--- src/rtl/bus_mgr_pkg.sv ---
// Shared types and constants for the command-driven bus burst manager.
// Imported by the top-level FSM and by the testbench.
package bus_mgr_pkg;

   typedef enum logic [2:0] {
      S_IDLE = 3'd0,
      S_LOAD = 3'd1,
      S_WBUS = 3'd2,
      S_RBUS = 3'd3,
      S_DONE = 3'd4
   } mgr_state_e;

   localparam logic RESP_OK  = 1'b0;
   localparam logic RESP_ERR = 1'b1;

   // A burst must move at least one beat and must fit in the write buffer.
   function automatic logic len_is_legal(input int unsigned len, input int unsigned max_beats);
      return (len != 0) && (len <= max_beats);
   endfunction

endpackage

--- src/rtl/burst_buffer.sv ---
// Register file that stages write beats before they go out on the bus.
// Synchronous write port, asynchronous read port.
module burst_buffer #(
   parameter int DEPTH  = 16,
   parameter int DATA_W = 32,
   parameter int IDX_W  = 4
) (
   input  logic              clk,
   input  logic              we,
   input  logic [IDX_W-1:0]  waddr,
   input  logic [DATA_W-1:0] wdata,
   input  logic [IDX_W-1:0]  raddr,
   output logic [DATA_W-1:0] rdata
);

   logic [DATA_W-1:0] mem [DEPTH];

   // Contents are deliberately left unreset: every beat is written before it is read.
   always_ff @(posedge clk) begin
      if (we) begin
         mem[waddr] <= wdata;
      end
   end

   assign rdata = mem[raddr];

endmodule

--- src/rtl/bus_burst_manager.sv ---
// Command-driven bus burst engine: stages write data, drives the shared bus,
// accumulates beat errors, aborts on slave timeout and reports one completion per command.
module bus_burst_manager
   import bus_mgr_pkg::*;
#(
   parameter int ADDR_W    = 8,
   parameter int DATA_W    = 32,
   parameter int MAX_BEATS = 16,
   parameter int LEN_W     = $clog2(MAX_BEATS + 1),
   parameter int TIMEOUT   = 64
) (
   input  logic              clk,
   input  logic              rst,
   input  logic              cmd_valid,
   output logic              cmd_ready,
   input  logic              cmd_wr,
   input  logic [ADDR_W-1:0] cmd_addr,
   input  logic [LEN_W-1:0]  cmd_len,
   input  logic              wd_valid,
   output logic              wd_ready,
   input  logic [DATA_W-1:0] wd_data,
   output logic              rd_valid,
   output logic [DATA_W-1:0] rd_data,
   output logic              rd_last,
   output logic              done,
   output logic              done_err,
   output logic              done_timeout,
   output logic              bus_valid,
   output logic              bus_wr_en,
   output logic [ADDR_W-1:0] bus_addr,
   output logic [LEN_W-1:0]  bus_burst_len,
   output logic [DATA_W-1:0] bus_wdata,
   input  logic              bus_ready,
   input  logic              bus_resp,
   input  logic [DATA_W-1:0] bus_rdata
);

   localparam int IDX_W   = (MAX_BEATS > 1) ? $clog2(MAX_BEATS) : 1;
   localparam int STALL_W = $clog2(TIMEOUT + 1);
   localparam logic [STALL_W-1:0] STALL_LAST = STALL_W'(TIMEOUT - 1);

   mgr_state_e state, next_state;

   logic               wr_q;
   logic [ADDR_W-1:0]  addr_q;
   logic [LEN_W-1:0]   len_q;
   logic [LEN_W-1:0]   cnt;
   logic [STALL_W-1:0] stall_cnt;
   logic               err_q;
   logic               timeout_q;
   logic               cmd_ready_q;
   logic               rd_valid_q;
   logic               rd_last_q;
   logic [DATA_W-1:0]  rd_data_q;
   logic [DATA_W-1:0]  buf_rdata;

   logic in_bus;
   logic last_beat;
   logic cmd_legal;
   logic cmd_fire;
   logic wd_fire;
   logic beat_fire;
   logic stall_fire;
   logic timeout_hit;

   assign in_bus    = (state == S_WBUS) || (state == S_RBUS);
   assign last_beat = (cnt == (len_q - LEN_W'(1)));
   assign cmd_legal = len_is_legal(32'(cmd_len), MAX_BEATS);

   always_ff @(posedge clk) begin
      if (rst) begin
         state <= S_IDLE;
      end else begin
         state <= next_state;
      end
   end

   // Next-state logic plus the per-cycle handshake strobes that the datapath consumes.
   always_comb begin
      next_state  = state;
      cmd_fire    = 1'b0;
      wd_fire     = 1'b0;
      beat_fire   = 1'b0;
      stall_fire  = 1'b0;
      timeout_hit = 1'b0;
      case (state)
         S_IDLE: begin
            if (cmd_valid && cmd_ready_q) begin
               cmd_fire = 1'b1;
               if (!cmd_legal) begin
                  next_state = S_DONE;
               end else if (cmd_wr) begin
                  next_state = S_LOAD;
               end else begin
                  next_state = S_RBUS;
               end
            end
         end
         S_LOAD: begin
            if (wd_valid) begin
               wd_fire = 1'b1;
               if (last_beat) begin
                  next_state = S_WBUS;
               end
            end
         end
         S_WBUS, S_RBUS: begin
            if (bus_ready) begin
               beat_fire = 1'b1;
               if (last_beat) begin
                  next_state = S_DONE;
               end
            end else begin
               stall_fire = 1'b1;
               if (stall_cnt == STALL_LAST) begin
                  timeout_hit = 1'b1;
                  next_state  = S_DONE;
               end
            end
         end
         S_DONE: begin
            next_state = S_IDLE;
         end
         default: begin
            next_state = S_IDLE;
         end
      endcase
   end

   // cmd_ready is registered so that it stays low through the whole reset window
   // and only rises on the first cycle after reset is released.
   always_ff @(posedge clk) begin
      if (rst) begin
         wr_q        <= 1'b0;
         addr_q      <= '0;
         len_q       <= '0;
         cnt         <= '0;
         stall_cnt   <= '0;
         err_q       <= 1'b0;
         timeout_q   <= 1'b0;
         cmd_ready_q <= 1'b0;
         rd_valid_q  <= 1'b0;
         rd_last_q   <= 1'b0;
         rd_data_q   <= '0;
      end else begin
         cmd_ready_q <= (next_state == S_IDLE);
         rd_valid_q  <= 1'b0;
         rd_last_q   <= 1'b0;
         if (cmd_fire) begin
            wr_q      <= cmd_wr;
            addr_q    <= cmd_addr;
            len_q     <= cmd_len;
            cnt       <= '0;
            stall_cnt <= '0;
            err_q     <= !cmd_legal;
            timeout_q <= 1'b0;
         end
         if (wd_fire) begin
            cnt <= last_beat ? '0 : cnt + LEN_W'(1);
         end
         if (beat_fire) begin
            cnt       <= cnt + LEN_W'(1);
            stall_cnt <= '0;
            err_q     <= err_q | (bus_resp == RESP_ERR);
            if (state == S_RBUS) begin
               rd_valid_q <= 1'b1;
               rd_data_q  <= bus_rdata;
               rd_last_q  <= last_beat;
            end
         end
         if (stall_fire) begin
            stall_cnt <= stall_cnt + STALL_W'(1);
            if (timeout_hit) begin
               err_q     <= 1'b1;
               timeout_q <= 1'b1;
            end
         end
      end
   end

   burst_buffer #(
      .DEPTH (MAX_BEATS),
      .DATA_W(DATA_W),
      .IDX_W (IDX_W)
   ) u_buf (
      .clk  (clk),
      .we   (wd_fire),
      .waddr(cnt[IDX_W-1:0]),
      .wdata(wd_data),
      .raddr(cnt[IDX_W-1:0]),
      .rdata(buf_rdata)
   );

   assign cmd_ready     = cmd_ready_q;
   assign wd_ready      = (state == S_LOAD);
   assign bus_valid     = in_bus;
   assign bus_wr_en     = in_bus && wr_q;
   assign bus_addr      = addr_q;
   assign bus_burst_len = len_q;
   assign bus_wdata     = (state == S_WBUS) ? buf_rdata : '0;
   assign rd_valid      = rd_valid_q;
   assign rd_data       = rd_data_q;
   assign rd_last       = rd_last_q;
   assign done          = (state == S_DONE);
   assign done_err      = (state == S_DONE) && err_q;
   assign done_timeout  = (state == S_DONE) && timeout_q;

endmodule

--- config.mk ---
export PLATFORM = sky130hd
export DESIGN_NAME = bus_burst_manager
export DESIGN_NICKNAME = d
export VERILOG_FILES = /design/src/rtl/bus_mgr_pkg.sv /design/src/rtl/burst_buffer.sv /design/src/rtl/bus_burst_manager.sv
export SDC_FILE = /design/constraint.sdc
export NUM_CORES = 1
export LEC_CHECK = 0
export BUFFER_PORTS_ARGS = -buffer_cell sky130_fd_sc_hd__buf_2
export CAP_MARGIN = 20
export CORE_ASPECT_RATIO = 1.5
export CORE_MARGIN = 3
export CORE_UTILIZATION = 40
export DETAILED_ROUTE_END_ITERATION = 8
export GPL_TIMING_DRIVEN = 0
export HOLD_SLACK_MARGIN = 0.1
export SYNTH_ARGS = -nofsm -noshare
export SYNTH_HDL_FRONTEND = slang
export SYNTH_SLANG_ARGS = --single-unit
--- constraint.sdc ---
create_clock -name clk -period 3.8 [get_ports clk]
set_input_delay 0 -clock clk [delete_from_list [all_inputs] [get_ports clk]]
set_output_delay 0 -clock clk [all_outputs]
set_load 0.005 [all_outputs]
; After elaboration in Yosys (flattened, before gate mapping)
; Memories as Yosys holds them, arrays and structs flattened. A register that Yosys moved wholly into a read port is not among the register bits.
; Index checks and enable logic that the tools add are counted.
[word_totals]
ramBits = 512
memories = 1
regBits = 66
inputBits = 84
output_inout_bits = 86
elab_cells = 82
[op_classes]
n_addsub = 3
n_lt_le_gt_ge = 1
reduce_logical = 16
muxes = 40
eq_ne = 6
bitwise_logic = 3
[memory_table]
columns = memory, words, word_bits, rd, rd_ports_with_merged_regs, write_ports, line_no
row1 = u_buf.mem, 16, 32, 1, 1, 1, burst_buffer.sv:16  ; logic [DATA_W-1:0] mem [DEPTH];
[ops]
columns = op, n
row1 = 32-bit 2-to-1 mux, 1
row2 = 1-bit 2-to-1 mux, 21
row3 = 3-bit 2-to-1 mux, 7
row4 = 7-bit 2-to-1 mux, 3
row5 = 5-bit 2-to-1 mux, 4
row6 = 3-bit one-hot mux with 3 select lines, 1
row7 = 4-bit 2-to-1 mux, 2
row8 = "7-bit by 1-bit adder with 7-bit output, second input constant", 1
row9 = "7-bit by 6-bit == test with 1-bit output, second input constant", 1
row10 = "3-bit by 2-bit == test with 1-bit output, second input constant", 2
row11 = 3-bit logical NOT, 2
row12 = 3-bit nonzero test, 2
row13 = "5-bit by 1-bit adder with 5-bit output, second input constant", 1
row14 = 5-bit == test, 1
row15 = "5-bit less-or-equal comparator, second input constant", 1
row16 = 1-bit logical AND, 5
row17 = 5-bit nonzero test, 1
row18 = "5-bit by 1-bit subtractor with 5-bit output, second input constant", 1
row19 = 2-bit OR reduction, 2
row20 = "3-bit by 1-bit == test with 1-bit output, second input constant", 1
row21 = "3-bit == test, second input constant", 1
row22 = 3-bit OR reduction, 1
row23 = 2-bit 2-to-1 mux, 1
row24 = 1-bit NOT, 2
row25 = 4 further kinds, 4

; Logic depth before layout (Yosys ltp)
; Gate-level depths: netlist of run 1.
[depth]
word_depth = 8
mapped_depth = 7
depth_no_buf = 7

; By module
; From an unflattened synthesis of run 1, not the netlist that was laid out.
[hier_totals]
hier_cells = 1178
area_unflattened_um2 = 22120.0
[modules_own_cells]
columns = mod, area_per_inst_um2, seq_area_each_um2, instances, cells_each
row1 = burst_buffer, 19194.7, 15374.7, 1, 806
row2 = bus_burst_manager, 2925.3, 1321.3, 1, 372

; Worst setup path before layout of run 1
; Ideal clock, no wire load.
[synth_timing]
path_type = register -> register
from = register state[0]
to = memory u_buf.mem[0][0], enable pin
path_slack_ns = 0.344
t_arrival_ns = 2.995
setup_time_ns = 0.461
n_path_buf = 0
required_ns = 3.339
synth_period_minus_slack_ns = 3.456
stages_incl_launch_ff = 4
cell_sequence = dfxtp_1 and4bb_2 nand2_1 nor3_1
[synth_between]
elab_chain_cells = 4
[synth_rtl]
columns = element, line_no
row1 = "start, declared", bus_burst_manager.sv:42  ; mgr_state_e state, next_state;
row2 = "start signal, assigned", bus_burst_manager.sv:74  ; state <= next_state;
row3 = 3-bit by 1-bit == test with 1-bit output, bus_burst_manager.sv:86  ; case (state)
row4 = 1-bit 2-to-1 mux, bus_burst_manager.sv:86
row5 = 1-bit 2-to-1 mux, burst_buffer.sv:20  ; if (we) begin
row6 = 1-bit 2-to-1 mux (not written as such), burst_buffer.sv:21  ; mem[waddr] <= wdata;
row7 = "end, declared", burst_buffer.sv:16
; Every way passes these cells.

==> impl_results.md, run 1 <==
- Outcome: complete, no violations
- PD cells: between 400 and 500 nW/um^2
- Placed Cells incl. Taps: just over 2000
- VDD IR max: 0.000360 V
- Initial Util: between 40% and 50%
- Placed Instance Area: between 20000 and 30000 um^2
- Final hold violations: 0
- Area of the mapped netlist: 22900 um^2
- Startpoint types: flip-flop
- Fin Setup TNS: 0 ns
- Worst Setup End Kind: output port
- Starting DRT DRC Count: just under 800
- Reg clk slew, reported paths: around 0.070 ns
- Synth warn: 0
- Cell taking the most area after synthesis: edfxtp_1
- Grt ovf: 0
- Max frequency: 342 MHz
- Detailed-router iteration count before antenna repair: 5
- GR Util All Layers: about 18%
- Min Tclk post-route: a little under 3 ns
- Seq cells post-synth: approximately 580
- CTS root buffer: clkbuf_16
- # DRC: 0
- Layout cells sized above 1: ~26%
- Synth unique cells: 49
- Max-cap violations: 0
- Ranking of synthesized cells by area: edfxtp_1 (67%), mux4_1 (12%), dfxtp_1 (6.1%), mux4_2 (5.7%), nand2_1 (1.7%)
- Avg Inst Size Synth: just over 20 um^2
- Count leader, synth: edfxtp_1
- Area delta synth->final: 22.7%
- Fillers: about 4600
- Cells after synthesis: 1108
- Core area: about 56000 um^2
- Slew margin rel.: a little over a third
- Post-layout util: 49.9%
- Via density: roughly 5.3
- Worst slew pin tran: 0.958 ns
- Routed len/inst: around 23 um
- CP required: about 3.8 ns
- Top_reg_cell synth: edfxtp_1
- Crit Path Max Fanout: 10
- DR vias: 12000
- Antenna violations before repair: 0
- Worst skew pair latency: between 0.5 and 0.6 ns
- Synth top area share: about two thirds
- CTS Sinks: approximately 580
- Setup violators final: 0
- H-tree depth: 2
- Slowest Stage Delay on Critical Path: approximately 0.53 ns
- Post-synth EDFFs: 512
- Fin cells: about 2300
- Ys async rst share: 0%
- Layout Nets: about 1600
- Post-route ant nets: 0
- Post-synth top cells: edfxtp_1 (512), nand2_1 (103), mux4_1 (102)
- Ports: 170
- Drt total wl: between 50000 and 60000 um
- Most frequent CP cell: buf_2
- CP Cell Sequence: buf_2 -> buf_2 -> mux4_2 -> mux4_2 -> nor2b_1 -> buf_2
- Die area: around 60000 um^2
- Largest net degree at the start of global routing: 22
- R2R depth: 8
- TritonCTS buffer count: 53
- RSZ-0062 raised after global routing: no
- Max Buffers Root-to-Sink: 3
- Cell count along the critical path: 6
- Final worst path period share: a little under 80%
- Die width: around 200 um
- M1 GR Usage: a little over a fifth
- Final HPWL DP: 33300 um
- Footprint of the multi-input gates: 5700 um^2
- Row cnt: ~110
- Setup CP Type: reg -> out
- FF/Latch Area: between 15000 and 20000 um^2
- Worst hold path cell count: 4
- CTS tree: yes
- Cell at the slowest stage of the critical path: mux4_2
- Clock Skew: 0.0220 ns
- Pleak: between 9 and 10 nW
- Met3 usage: under 10%
- Delay-heaviest family, CP: buffers and inverters
- Worst hold slack: approximately 0.22 ns
- Grt peak-use layer: met2
- WP data arrival: a little under 3 ns
- Vias in the first global route: approximately 13000
- Slew Viols, Final: 0
- Hold Buf Count CTS: between 100 and 150
- Setup Buffers After CTS: 0
- Sequential area share after synthesis: about three quarters
- First-pass GRT wire length: between 70000 and 80000 um
- Port Buf Inserts: 168
- PostCTS Resize Cnt: 0
- Diode count: 0
- DIE HEIGHT: 299 um
- Hold crit path type: in -> reg
- Grt met2 use: 33.0%
- Syn nets: ~1200
- Buffers & Inverters on Critical Path: 3
- Post-layout instance area: roughly 28000 um^2
- Routability-driven placement congestion ratio: roughly 0.76
[cell families after synthesis]
family	Yosys count	share of synthesized area (%)
multiplexers	161	17.5
XOR/XNOR	11	0.421
AO/OA/AOI/OAI	78	1.91
AND/OR/NAND/NOR	207	4.29
buffers and inverters	63	2.27
adder cells (fa/ha/maj)	6	0.328
flip-flops	582	73.3
[routing by layer]
metal / routed length, um / vias up
met5: 0 / -
met4: 1010 / 0
met3: 2580 / 68
met2: 28900 / 367
met1: 20700 / 6239
li1: - / 5306
[metrics by stage]
step | total power, mW | worst slack, ns
floorplan | 7.68 | 0.344
global placement | 7.97 | -2.65
global route | 13.5 | 0.697
CTS | 13.2 | 0.809
detailed placement | 7.99 | 1.21
finish | 13.1 | 0.872
[layout by cell type, fill, tap and decap left out, drive strengths merged, types with 4 or more instances in the layout]
cell / synthesis / layout
a21oi: 55 / 55
clkinvlp: 0 / 4
inv: 6 / 9
clkbuf: 34 / 94
and3: 4 / 4
dfxtp: 70 / 70
edfxtp: 512 / 512
nor2b: 32 / 32
ha: 6 / 6
dlygate4sd3: 0 / 116
and2: 4 / 4
o21ai: 8 / 8
clkinv: 1 / 30
nor2: 32 / 32
nor3: 7 / 7
mux4: 160 / 160
xnor2: 4 / 4
xor2: 7 / 7
nand2: 103 / 103
buf: 22 / 218
[state kept, by name, summed over array words and instances, names as in the netlist, named ones only]
register       count
rd_valid           1
bus_addr           8
bus_burst_len      5
timeout_q          1
wr_q               1
err_q              1
state              3
rd_last            1
stall_cnt          7
rd_data           32
cmd_ready          1
u_buf.mem        512
cnt                5
[cell type report]
cell class / count / share of cell area [%]
sequential: 582 / 59.7
multi-input combinational: 463 / 20.3
timing repair buffer: 312 / 8.79
clock buffer: 60 / 5.12
tap: 756 / 3.37
buffer: 56 / 1.76
clock inverter: 37 / 0.855
inverter: 7 / 0.0936
[worst register-to-register path, cell delays in order, from the launching register on]
cell and delay, ns:
dfxtp_1 0.36, inv_1 0.08, ha_1 0.21, nor4bb_1 0.30, o211ai_1 0.13, a2111oi_0 0.73
or3_1 0.20, a21oi_1 0.07, dlygate4sd3_1 0.60
[path summary, 6_finish.rpt]
path,startpoint,to,slack [ns]
max,flip-flop,bus_wdata[2],0.87
min,cmd_addr[4],bus_addr[4],0.22
max reg2reg,bus_burst_len[0],state[1],1.01
min reg2reg,rd_data[7],rd_data[7],0.46
[report_power, final]
part / internal [mW] / switching [mW] / leakage (nW)
combinational: 0.492 / 0.430 / 3.42
clock: 2.80 / 2.35 / 0.819
sequential: 6.97 / 0.0212 / 5.17
Note: power is estimated with default switching activity, not from simulation.
==> run 2: changes to the inputs <==
- clock period: 3.8 -> 2.7 ns (I/O delays scaled with it)
==> impl_results.md, run 2 (same netlist as run 1, synthesis figures left out) <==
- Final worst path period share: 103%
- Net Sw Frac: 21.5% (+0.065 points)
- Reg power frac: 52.8% (-0.7 points)
- Via density: 5.32 (+0.95%)
- CP Cell Sequence: buf_16 -> buf_6 -> buf_16 -> mux4_2 -> mux4_2 -> nor2b_1 -> buf_2
- Commonest non-fill, non-tap cell in the layout: edfxtp_1
- Worst slew pin tran: 1.01 ns (+0.0492 ns)
- Worst Setup End Kind: output port
- Slew margin rel.: 32.6% (-3.3 points)
- Ports: 170 (unchanged)
- CTS tree: yes
- Layout cells sized above 1: 33.1% (+7.6 points)
- Antenna violations before repair: 0 (unchanged)
- Final HPWL DP: 34700 um (+4.0%)
- Cell at the slowest stage of the critical path: mux4_2
- Layout Nets: 1585 (+1.3%)
- Fillers: 4532 (-0.61%)
- DIE HEIGHT: 299 um (unchanged)
- Routed len/inst: 24.8 um (+6.2%)
- Outcome: finished with violations
- Reg2reg end: u_buf.mem[3][19]
- Area delta synth->final: 25.7%
- Net Switching: 4.01 mW (+43%)
- Pleak: 9.48 nW (+0.79%)
- Routability-driven placement congestion ratio: 0.764 (+0.25%)
- Initial Util: 40.7% (unchanged)
- Grt ovf: 0 (unchanged)
- Post-route ant nets: 0 (unchanged)
- Largest net degree at the start of global routing: 21 (-4.5%)
- First-pass GRT wire length: 83800 um (+5.2%)
- Combinational Power Share: 9.0% (+1.9 points)
- Worst hold slack: 0.203 ns (-0.0178 ns)
- Reg clk slew, reported paths: 0.07 ns (about the same)
- Startpoint types: flip-flop
- Max Buffers Root-to-Sink: 3 (unchanged)
- Hold crit path type: in -> reg
- R2R Path Start: state[0]
- Setup CP Type: reg -> out
- R2R depth: 5 (-3)
- Commonest cells after routing, fill and taps aside: edfxtp_1 (512), buf_2 (168), mux4_2 (132)
- Diode count: 0 (unchanged)
- Overall power: 18.7 mW (+43%)
- Top reg by flops: u_buf.mem
- Cell count along the critical path: 7 (+1)
- Die width: 201 um (unchanged)
- WP data arrival: 2.78 ns (-0.15 ns)
- Cell Int Power: 14.7 mW (+43%)
- Max frequency: about 360 MHz
- Clock Skew: 0.0126 ns (-0.00942 ns)
- Slowest Stage Delay on Critical Path: 0.51 ns (-0.02 ns)
- RSZ-0062 raised after global routing: yes
- Drt total wl: 57000 um (+7.2%)
- Max-cap violations: 0 (unchanged)
- Vias in the first global route: 13100 (+2.3%)
- Post-layout util: 51.1% (+1.2 points)
- Worst skew pair latency: 0.59 ns (about the same)
- Flop2flop setup slack: 0.17 ns (-0.84 ns)
- Min Tclk post-route: 2.78 ns
- Port Buf Inserts: 168 (unchanged)
- Starting DRT DRC Count: 954 (+24%)
- Failing checks: negative setup slack
- # DRC: 0 (unchanged)
- Final hold violations: 0 (unchanged)
- Crit Path Max Fanout: 8 (-2)
- Clock Power Share: 38.2% (-1.2 points)
- DR vias: 12200 (+1.9%)
- GR Util All Layers: 18.6% (+1.1 points)
- Core area: 56200 um^2 (unchanged)
- PD cells: 649 nW/um^2 (+40%)
- VDD IR max: 0.000490 V (+36%)
- CTS root buffer: clkbuf_16
- Delay-heaviest family, CP: multiplexers
- Pre-CTS setup slack: -0.155 ns (-1.36 ns)
- Largest register FFs: 512 (unchanged)
- Buffers & Inverters on Critical Path: 4 (+1)
- Setup violators final: 16 (+16)
- TritonCTS buffer count: 54 (+1.9%)
- Worst setup margin: -0.0814 ns (-0.954 ns)
- H-tree depth: 2 (unchanged)
- Row cnt: 106 (unchanged)
- Worst Setup EP: bus_wdata[0]
- CTS Sinks: 582 (unchanged)
- Slew Viols, Final: 0 (unchanged)
- Detailed-router iteration count before antenna repair: 8 (+3)
- Die area: 60200 um^2 (unchanged)
- CP required: 2.70 ns (-1.10 ns)
[run 2: layout make-up]
class                   count  area (um^2)  share of cell area, %
repair buffers            335         3260                   11.3
multi-input cells         463         5550                   19.3
flip-flops and latches    582        16800                   58.3
inverters                   7         30.0                  0.104
clock inverters            26          174                  0.605
clock buffers              73         1450                   5.06
plain buffers              52          571                   1.98
well taps                 756          946                   3.29
[run 2: worst min path at each step]
stage          cells past startpoint  slack [ns]           from               to
4_1_cts                            4        0.16   bus_rdata[7]       rd_data[7]
6_report                           4        0.20  bus_rdata[20]      rd_data[20]
2_1_floorplan                      0         0.1     wd_data[0]  u_buf.mem[0][0]
5_1_grt                            4        0.21  bus_rdata[18]      rd_data[18]
3_3_place_gp                       3        0.24   bus_rdata[8]       rd_data[8]
3_5_place_dp                       3        0.25  bus_rdata[31]      rd_data[31]
[run 2: power groups by stage]
| stage | logic (mW) | registers (mW) | clock network, mW |
|---|---|---|---|
| 2_1_floorplan | 0.766 | 10.0 | 0 |
| 3_3_place_gp | 1.18 | 10.0 | 0 |
| 3_5_place_dp | 1.22 | 10.0 | 0 |
| 4_1_cts | 1.65 | 9.85 | 7.29 |
| 5_1_grt | 1.79 | 9.85 | 7.63 |
| 6_report | 1.69 | 9.86 | 7.12 |
[run 2: repair_timing]
item | CTS | global route
hold buffers | 104 | 0
endpoints found under the setup margin | 160 | 44
gates resized for setup | 92 | 78
pin swaps | 7 | 0
setup buffers | 22 | 8
hold endpoints to repair | 579 | 0
gates cloned | 10 | 3
[run 2: through the flow]
step	instances	area, um^2	TNS (ns)
after CTS	2289	28700	-2.16
after floorplan	1108	22900	0
after global placement	2032	24700	-927.41
final	2294	28800	-0.579
after global routing	2294	28800	-2.27
after detailed placement	2054	25400	-9.23
[run 2: metal layers]
layer  GRT usage [%]  vias up  wire length (um)
li1                -     5279                 -
met1            22.5     6423             22100
met2            34.6      432             30900
met3            3.01       71              2980
met4            4.46        0              1070
met5               0        -                 0
[run 2: worst reg2reg max path, cell delays in order, from the launching register on]
cell and delay [ns]:
dfxtp_1 0.45, and4bb_2 0.34, nand2_1 0.25, nor3_4 0.78, buf_16 0.25, buf_16 0.17
==> run 3: changes to the inputs <==
- CORE_ASPECT_RATIO: 1.5 -> default
- GPL_ROUTABILITY_DRIVEN: default -> 0
- MAX_ROUTING_LAYER: default -> met4
==> impl_results.md, run 3 (same netlist as run 1, synthesis figures left out) <==
- Pre-CTS setup slack: -0.0120 ns (+0.143 ns)
- RSZ-0062 raised after global routing: yes
- Die area: 60100 um^2 (about the same)
- Layout cells sized above 1: 30.5% (-2.6 points)
- # DRC: 0 (unchanged)
- Final hold violations: 0 (unchanged)
- CTS tree: yes
- Final HPWL DP: 32900 um (-5.2%)
- Top reg by flops: u_buf.mem
- Reg clk slew, reported paths: 0.05 ns (-0.02 ns)
- Die width: 245 um (+22%)
- WP data arrival: 2.75 ns (-0.03 ns)
- Largest net degree at the start of global routing: 22 (+4.8%)
- Commonest non-fill, non-tap cell in the layout: edfxtp_1
- First-pass GRT wire length: 81800 um (-2.3%)
- Slew Viols, Final: 0 (unchanged)
- Slew margin rel.: 31.0% (-1.6 points)
- Max-cap violations: 0 (unchanged)
- Fin Setup TNS: -0.534 ns (+0.0454 ns)
- Placed Cells incl. Taps: 2052 (-0.097%)
- Min Tclk post-route: 2.75 ns (-0.0279 ns)
- Antenna violations before repair: 2 (+2)
- GR Util All Layers: 18.9% (+0.28 points)
- Largest register FFs: 512 (unchanged)
- Worst setup margin: -0.0535 ns (+0.0279 ns)
- Drt total wl: 54700 um (-4.0%)
- Overall power: 19.2 mW (+2.7%)
- DIE HEIGHT: 245 um (-18%)
- Via density: 5.28 (-0.70%)
- H-tree depth: 2 (unchanged)
- CTS Sinks: 582 (unchanged)
- Max frequency: 363 MHz (+1.0%)
- Commonest cells after routing, fill and taps aside: edfxtp_1 (512), buf_2 (171), dlygate4sd3_1 (135)
- Starting DRT DRC Count: 919 (-3.7%)
- Cell at the slowest stage of the critical path: mux4_2
- Vias in the first global route: 12900 (-0.91%)
- Worst slew pin tran: 1.03 ns (+0.0246 ns)
- Outcome: finished with violations
- Initial Util: 40.5% (-0.19 points)
- CTS root buffer: clkbuf_16
- Ports: 170 (unchanged)
- Layout Nets: 1597 (+0.76%)
- Routed len/inst: 23.7 um (-4.7%)
- Port Buf Inserts: 168 (unchanged)
- Row cnt: 87 (-18%)
- CP Cell Sequence: buf_12 -> buf_12 -> mux4_2 -> mux4_2 -> nor2b_1 -> buf_2
- Hold crit path type: in -> reg
- Worst Setup End Kind: output port
- Setup CP Type: reg -> out
- Slowest Stage Delay on Critical Path: 0.55 ns (+0.04 ns)
- DR vias: 12200 (-0.0082%)
- Flop2flop setup slack: 0.10 ns (-0.07 ns)
- Startpoint types: flip-flop
- VDD IR max: 0.000503 V (+2.8%)
- Grt ovf: 0 (unchanged)
- Post-layout instance area: 28600 um^2 (-0.47%)
- Max Buffers Root-to-Sink: 3 (unchanged)
- Post-layout util: 50.7% (-0.47 points)
- Worst skew pair latency: 0.62 ns (+0.03 ns)
- PD cells: 670 nW/um^2 (+3.2%)
- Setup violators final: 18 (+2)
- Fin cells: 2310 (+0.70%)
- Crit Path Max Fanout: 9 (+1)
- Post-route ant nets: 0 (unchanged)
- TritonCTS buffer count: 61 (+13%)
- CP required: 2.70 ns (about the same)
- Worst hold slack: 0.185 ns (-0.0179 ns)
- Final worst path period share: 102% (-1.0 points)
- Pleak: 9.53 nW (+0.48%)
- Core area: 56500 um^2 (+0.47%)
- Failing checks: negative setup slack
- Placed Instance Area: 25300 um^2 (-0.34%)
- Detailed-router iteration count before antenna repair: 4 (-4)
- Area delta synth->final: 25.1%
- Clock Skew: 0.0173 ns (+0.00470 ns)
## run 3: cell types whose count changed in the layout (fill, tap and decap cells not counted), sizes merged
cell,change
inv,+1
clkbuf,+11
diode,+2
buf,-24
dlygate4sd3,+31
clkinv,-5
## run 3: final cells by class
cell class | instances | area, um^2
tap | 756 | 946
buffer | 55 | 626
clock inverter | 22 | 160
fill | 4468 | 27900
antenna | 2 | 5.00
multi-input combinational | 463 | 5510
timing repair buffer | 337 | 2870
sequential | 582 | 16800
clock buffer | 86 | 1700
inverter | 7 | 30.0
## run 3: worst paths after layout
path	from	endpoint	depth (start not counted)
worst min register to register	rd_data[19]	rd_data[19]	2
worst max-delay path	flip-flop	bus_wdata[18]	6
worst min-delay path	bus_rdata[19]	rd_data[19]	4
worst max register to register	state[0]	u_buf.mem[1][13]	5
## run 3: what timing repair did
| action | in CTS | in global routing |
|---|---|---|
| hold buffers | 135 | 0 |
| cloned | 1 | 1 |
| hold endpoints to repair | 581 | 0 |
| pin swaps | 0 | 4 |
| gates resized for setup | 88 | 27 |
| setup buffers | 4 | 8 |
| endpoints found under the setup margin | 32 | 202 |
## run 3: worst max-delay path, delay by kind of cell, from the launching register on
family | cells | cell delay, ns
flip-flops | 1 | 0.43
AND/OR/NAND/NOR | 1 | 0.15
buffers and inverters | 3 | 0.48
multiplexers | 2 | 1.06
## run 3: where the power goes
part | internal, mW | switching, mW | total [mW]
Clock | 4.46 | 3.36 | 7.82
Combinational | 0.833 | 0.663 | 1.50
Sequential | 9.82 | 0.0386 | 9.86
Total | 15.1 | 4.06 | 19.2
## run 3: layer usage
| layer | wire [um] | global-route usage, % |
|---|---|---|
| met2 | 26800 | 30.3 |
| met5 | 0 | - |
| met1 | 23700 | 25.4 |
| met4 | 882 | 3.92 |
| met3 | 3340 | 3.58 |
